**config.mk**
```make
export PLATFORM = sky130hd
export DESIGN_NAME = cdc_xfer_arbiter
export DESIGN_NICKNAME = d
export VERILOG_FILES = /design/src/rtl/cdc_arb_pkg.sv /design/src/rtl/cdc_rr_pick.sv /design/src/rtl/cdc_xfer_arbiter.sv
export SDC_FILE = /design/constraint.sdc
export NUM_CORES = 1
export LEC_CHECK = 0
export CAP_MARGIN = 20
export CORE_ASPECT_RATIO = 0.75
export CORE_MARGIN = 2
export CORE_UTILIZATION = 36
export CTS_BUF_LIST = sky130_fd_sc_hd__clkbuf_4 sky130_fd_sc_hd__clkbuf_8
export CTS_CLUSTER_DIAMETER = 200
export DETAILED_ROUTE_END_ITERATION = 8
export GPL_TIMING_DRIVEN = 0
export PLACE_DENSITY = 0.79
export SETUP_SLACK_MARGIN = 0.05
export SLEW_MARGIN = 20
export SYNTH_ARGS = -nofsm -noshare
export SYNTH_HDL_FRONTEND = slang
export SYNTH_HIERARCHICAL = 1
export SYNTH_SLANG_ARGS = --single-unit
```
**constraint.sdc**
```tcl
create_clock -name CLK -period 3.5 [get_ports CLK]
set_input_delay 0.7 -clock CLK [delete_from_list [all_inputs] [get_ports CLK]]
set_output_delay 0.7 -clock CLK [all_outputs]
set_load 0.1 [all_outputs]
```
**src/rtl/cdc_arb_pkg.sv**
```systemverilog
// rtl/cdc_arb_pkg.sv - shared types and sizing helpers for the CDC transfer arbiter
// Purpose: FSM state type and counter-width helper used by cdc_xfer_arbiter.
// Ports: none (package).
package cdc_arb_pkg;

  typedef enum logic [1:0] {
    IDLE = 2'd0,
    HOLD = 2'd1,
    GAP  = 2'd2
  } cdc_arb_state_t;

  // Width of a down-counter that must hold max(hold, gap) - 1 and reach 0.
  function automatic int cnt_width(input int hold_cycles, input int gap_cycles);
    int m;
    m = (hold_cycles > gap_cycles) ? hold_cycles : gap_cycles;
    return $clog2(m + 1);
  endfunction

endpackage

```
**src/rtl/cdc_rr_pick.sv**
```systemverilog
// rtl/cdc_rr_pick.sv - combinational round-robin picker
// Purpose: finds the first asserted request starting at ptr and wrapping around.
// Ports:
//   req      in   NUM_REQ  level requests
//   ptr      in   IDX_W    index searched first (highest priority)
//   win      out  NUM_REQ  one-hot winner, all zero when no request
//   win_idx  out  IDX_W    binary index of the winner, 0 when no request
module cdc_rr_pick #(
  parameter int NUM_REQ = 4,
  localparam int IDX_W = $clog2(NUM_REQ)
) (
  input  logic [NUM_REQ-1:0] req,
  input  logic [IDX_W-1:0]   ptr,
  output logic [NUM_REQ-1:0] win,
  output logic [IDX_W-1:0]   win_idx
);

  int   idx;
  logic found;

  always_comb begin
    win     = '0;
    win_idx = '0;
    found   = 1'b0;
    idx     = 0;
    for (int k = 0; k < NUM_REQ; k++) begin
      idx = int'(ptr) + k;
      if (idx >= NUM_REQ) idx = idx - NUM_REQ;
      if (!found && req[IDX_W'(idx)]) begin
        found                = 1'b1;
        win[IDX_W'(idx)]     = 1'b1;
        win_idx              = IDX_W'(idx);
      end
    end
  end

endmodule

```
**src/rtl/cdc_xfer_arbiter.sv**
```systemverilog
// rtl/cdc_xfer_arbiter.sv - source-domain scheduler for a bus-enable CDC synchronizer
// Purpose: round-robin arbitration of NUM_REQ requesters onto one synchronizer channel.
//   Each transfer latches the winner's word onto unsync_bus, raises bus_enable for
//   HOLD_CYCLES, then holds it low for GAP_CYCLES. The data stays put for the whole
//   HOLD+GAP window so the destination samples a stable word after its sync latency.
// Configuration: define CDC_ARB_TAG_EN to add the xfer_id output (winner index).
// Ports:
//   CLK         in   1                  source-domain clock
//   RST         in   1                  synchronous active-high reset
//   req         in   NUM_REQ            level request per requester
//   req_data    in   NUM_REQ*BUS_WIDTH  payload, slice i belongs to requester i
//   grant       out  NUM_REQ            one-hot single-cycle pulse on acceptance
//   unsync_bus  out  BUS_WIDTH          word presented to the synchronizer
//   bus_enable  out  1                  synchronizer enable pulse
//   busy        out  1                  high whenever the FSM is not idle
//   xfer_id     out  $clog2(NUM_REQ)    winner index (CDC_ARB_TAG_EN only)
module cdc_xfer_arbiter
  import cdc_arb_pkg::*;
#(
  parameter int NUM_REQ     = 4,
  parameter int BUS_WIDTH   = 32,
  parameter int HOLD_CYCLES = 4,
  parameter int GAP_CYCLES  = 4,
  localparam int IDX_W = $clog2(NUM_REQ)
) (
  input  logic                         CLK,
  input  logic                         RST,
  input  logic [NUM_REQ-1:0]           req,
  input  logic [NUM_REQ*BUS_WIDTH-1:0] req_data,
  output logic [NUM_REQ-1:0]           grant,
  output logic [BUS_WIDTH-1:0]         unsync_bus,
  output logic                         bus_enable,
  output logic                         busy
`ifdef CDC_ARB_TAG_EN
  ,
  output logic [IDX_W-1:0]             xfer_id
`endif
);

  localparam int CNT_W = cnt_width(HOLD_CYCLES, GAP_CYCLES);

  cdc_arb_state_t       state;
  logic [CNT_W-1:0]     cnt;
  logic [IDX_W-1:0]     ptr;
  logic [NUM_REQ-1:0]   win;
  logic [IDX_W-1:0]     win_idx;
  logic [IDX_W-1:0]     next_ptr;
  logic [BUS_WIDTH-1:0] win_data;
  logic                 any_req;
  logic                 start;

  cdc_rr_pick #(
    .NUM_REQ (NUM_REQ)
  ) u_pick (
    .req     (req),
    .ptr     (ptr),
    .win     (win),
    .win_idx (win_idx)
  );

  assign any_req  = |req;
  assign next_ptr = (win_idx == IDX_W'(NUM_REQ - 1)) ? '0 : win_idx + 1'b1;

  // A new transfer may start from IDLE, or directly at GAP expiry so that
  // back-to-back transfers run with period HOLD+GAP and no idle cycle.
  assign start = any_req && ((state == IDLE) || ((state == GAP) && (cnt == '0)));

  always_comb begin
    win_data = '0;
    for (int i = 0; i < NUM_REQ; i++) begin
      if (win[i]) win_data = req_data[i*BUS_WIDTH +: BUS_WIDTH];
    end
  end

  always_ff @(posedge CLK) begin
    if (RST) begin
      state      <= IDLE;
      cnt        <= '0;
      ptr        <= '0;
      grant      <= '0;
      unsync_bus <= '0;
      bus_enable <= 1'b0;
      busy       <= 1'b0;
`ifdef CDC_ARB_TAG_EN
      xfer_id    <= '0;
`endif
    end else begin
      grant <= '0;
      if (start) begin
        // Data is sampled only here; it is never re-read mid-transfer.
        state      <= HOLD;
        cnt        <= CNT_W'(HOLD_CYCLES - 1);
        ptr        <= next_ptr;
        grant      <= win;
        unsync_bus <= win_data;
        bus_enable <= 1'b1;
        busy       <= 1'b1;
`ifdef CDC_ARB_TAG_EN
        xfer_id    <= win_idx;
`endif
      end else begin
        case (state)
          HOLD: begin
            if (cnt == '0) begin
              state      <= GAP;
              cnt        <= CNT_W'(GAP_CYCLES - 1);
              bus_enable <= 1'b0;
            end else begin
              cnt <= cnt - 1'b1;
            end
          end
          GAP: begin
            if (cnt == '0) begin
              state <= IDLE;
              busy  <= 1'b0;
            end else begin
              cnt <= cnt - 1'b1;
            end
          end
          IDLE: begin
            busy       <= 1'b0;
            bus_enable <= 1'b0;
          end
          default: begin
            state      <= IDLE;
            busy       <= 1'b0;
            bus_enable <= 1'b0;
          end
        endcase
      end
    end
  end

endmodule

```
==> impl_results.md <==
- Outcome: complete, no violations
- Most common cell after layout, fill and taps aside: clkdlybuf4s50_1
- Setup TNS: 0 ns
- Crit end category: flip-flop
- Worst hold path class: flip-flop to flip-flop
- Clock sink count: 45
- Fin worst setup slack: 0.126 ns
- Final WL: ~11000 um
- Via density: ~5.4
- RSZ-0062 raised after global routing: true
- Yosys warns: 6
- Layout Nets: 690
- Slew Viols, Final: 0
- Slowest-stage cell, CP: mux4_2
- Worst vdd ir: between 0.6 and 0.7 mV
- Gpl congestion: about 0.90
- Cell Rows: 29
- Crit path cell chain: clkdlybuf4s50_1, buf_2, mux4_2, buf_4, and3_1, a31oi_1, o221ai_2, buf_4, nor3b_4, buf_4, a21oi_1, nand2_1, a32o_1
- Grt ovf: 0
- Final ANT Viol Nets: 0
- Number of synthesized flops with an enable pin: 0
- Final Critical Period: ~3.4 ns
- Antenna violations before repair: 0
- Final hold vios: 0
- Sequential area share after synthesis: 29.5%
- N_diodes: 0
- Peak Freq: a little under 0.3 GHz
- Via count: around 3500
- FFs w/ async S/R, synth: 0%
- #FFs+latches synth: 45
- CTS Buf Count: 5
- Placed cells: roughly 630
- Die area: 9250 um^2
- Remaining DRCs: 0
- Power Dens Cells: 904 nW/um^2
- Pre-CTS setup slack: -0.621 ns
- Most used cell, CP: buf_4
- Crit path arrival time: approximately 3.6 ns
- Hold Buf Count CTS: 0
- Final setup vio count: 0
- Post-detail-place hpwl: about 8400 um
- Layout cells sized above 1: between 10% and 20%
- Count of different cell masters after synthesis: 56
- Syn_nets: about 500
- Synth-to-Final Area Change: 70.5%
- I/O pin cnt: roughly 170
- GRT Total Usage: a little under a quarter
- Avg WL per Cell: around 17 um
- Most frequent cells in the layout: 169 x clkdlybuf4s50_1, 43 x dfxtp_1, 42 x nand2_1
- Final worst path period share: a little over nine tenths
- CTS root buffer: clkbuf_8
- Avg Synthesized Cell Area: 8.58 um^2
- Effective utilization at floorplan: 36.6%
- Vias in the first global route: 3643
- Maximum buffer depth of the clock tree: 2
- WP data required: about 3.8 ns
- Power, Total: roughly 4.7 mW
- First-pass GRT wire length: approximately 17000 um
- Top_reg_cell synth: dfxtp_1
- Die height: between 80 and 90 um
- Max-capacitance violation count: 0
- Worst path max stage delay: roughly 0.53 ns
- DR pass1 iterations: 4
- CTS H-tree lvls: 2
- CTS tree: yes
- Placed cell areas: 4890 um^2
- Startpoint Class: input pin
- IO buf count: 170
- Worst-margin pin slew: 1.01 ns
- Syn Inst Count: ~360
- Leakage Power: around 2 nW
- Chip width: 110 um
- Hold WS: approximately 0.47 ns
- Design Area, Final: approximately 5200 um^2
- Relative slew slack: about a third
- Latest clock arrival within the worst-skew pair: around 0.31 ns
- Worst-path clk slew: approximately 0.08 ns
- Kind of critical path: input pin to flip-flop
- Setup Skew: ~0.012 ns
- Largest net degree at the start of global routing: 15
- Critical-path maximum fanout: 10
- Area of the core: 8350 um^2
- Final design utilization: between 60% and 70%
- DRT iter0 DRCs: about 230
- Layout Cells excl Fill: between 600 and 700
- Cell area after synthesis: 3060 um^2
- R2R Setup Slk: around 0.13 ns
-- report_power, final --
part	switching (mW)	total, mW	internal [mW]	leakage [nW]
logic	2.27	3.48	1.21	1.58
registers	0.109	0.809	0.700	0.371
clock network	0.197	0.420	0.223	0.0588
-- cells by family after synthesis --
kind of cell,share of synthesized area [%]
fa+ha+maj,4.50
mux,3.56
buf+inv,7.33
xor+xnor,0.287
compound gates,34.1
flops,29.5
simple gates,20.8
-- synthesized netlist by cell type, types with 4 or more instances --
cell type	n	area, um^2
a21oi_1	41	205
a22oi_1	30	225
a31oi_1	4	25.0
a32o_1	32	320
and2_1	4	25.0
buf_2	11	55.1
buf_6	7	78.8
clkbuf_1	14	52.6
dfxtp_1	45	901
ha_1	11	138
inv_1	7	26.3
mux2i_1	6	60.1
nand2_1	42	158
nand2b_1	33	206
nor2_1	5	18.8
nor2b_1	6	37.5
o21ai_0	6	30.0
-- path summary, 6_finish.rpt --
check	startpoint	to	cells past startpoint
hold / removal	unsync_bus[9]	unsync_bus[9]	1
setup / recovery	req[3]	unsync_bus[12]	13
hold reg to reg	unsync_bus[9]	unsync_bus[9]	1
setup reg to reg	ptr[0]	unsync_bus[12]	13
-- metal layers --
| metal | GRT usage, % | vias up | wire, um |
|---|---|---|---|
| met5 | 0 | - | 0 |
| met1 | 26.1 | 1677 | 4590 |
| met4 | 6.25 | 0 | 188 |
| met3 | 5.00 | 19 | 946 |
| li1 | - | 1713 | - |
| met2 | 42.1 | 138 | 5500 |
-- final cells by class --
type | instances | area (um^2)
buffer | 34 | 262
fill | 729 | 3140
multi-input combinational | 270 | 1960
clock inverter | 2 | 38.8
inverter | 7 | 30.0
timing repair buffer | 182 | 1800
sequential | 45 | 908
clock buffer | 6 | 76.3
tap | 108 | 135
-- sequential cells by signal (all words and copies together) (netlist names) --
| signal | cells |
|---|---|
| unsync_bus | 32 |
| grant | 4 |
| cnt | 3 |
| ptr | 2 |
| state | 2 |
| bus_enable | 1 |
| busy | 1 |
-- what timing repair did --
| item | CTS | global route |
|---|---|---|
| gates cloned | 0 | 1 |
| endpoints found under the setup margin | 34 | 32 |
| setup buffers | 3 | 8 |
| pin swaps | 2 | 1 |
| gates resized for setup | 25 | 23 |
-- critical path: cells and delay by family --
kind,cells,cell delay (ns)
buffers and inverters,5,1.28
multiplexers,1,0.53
AND/OR/NAND/NOR,3,0.54
AO/OA/AOI/OAI,4,0.57
Note: power is estimated with default switching activity, not from simulation.
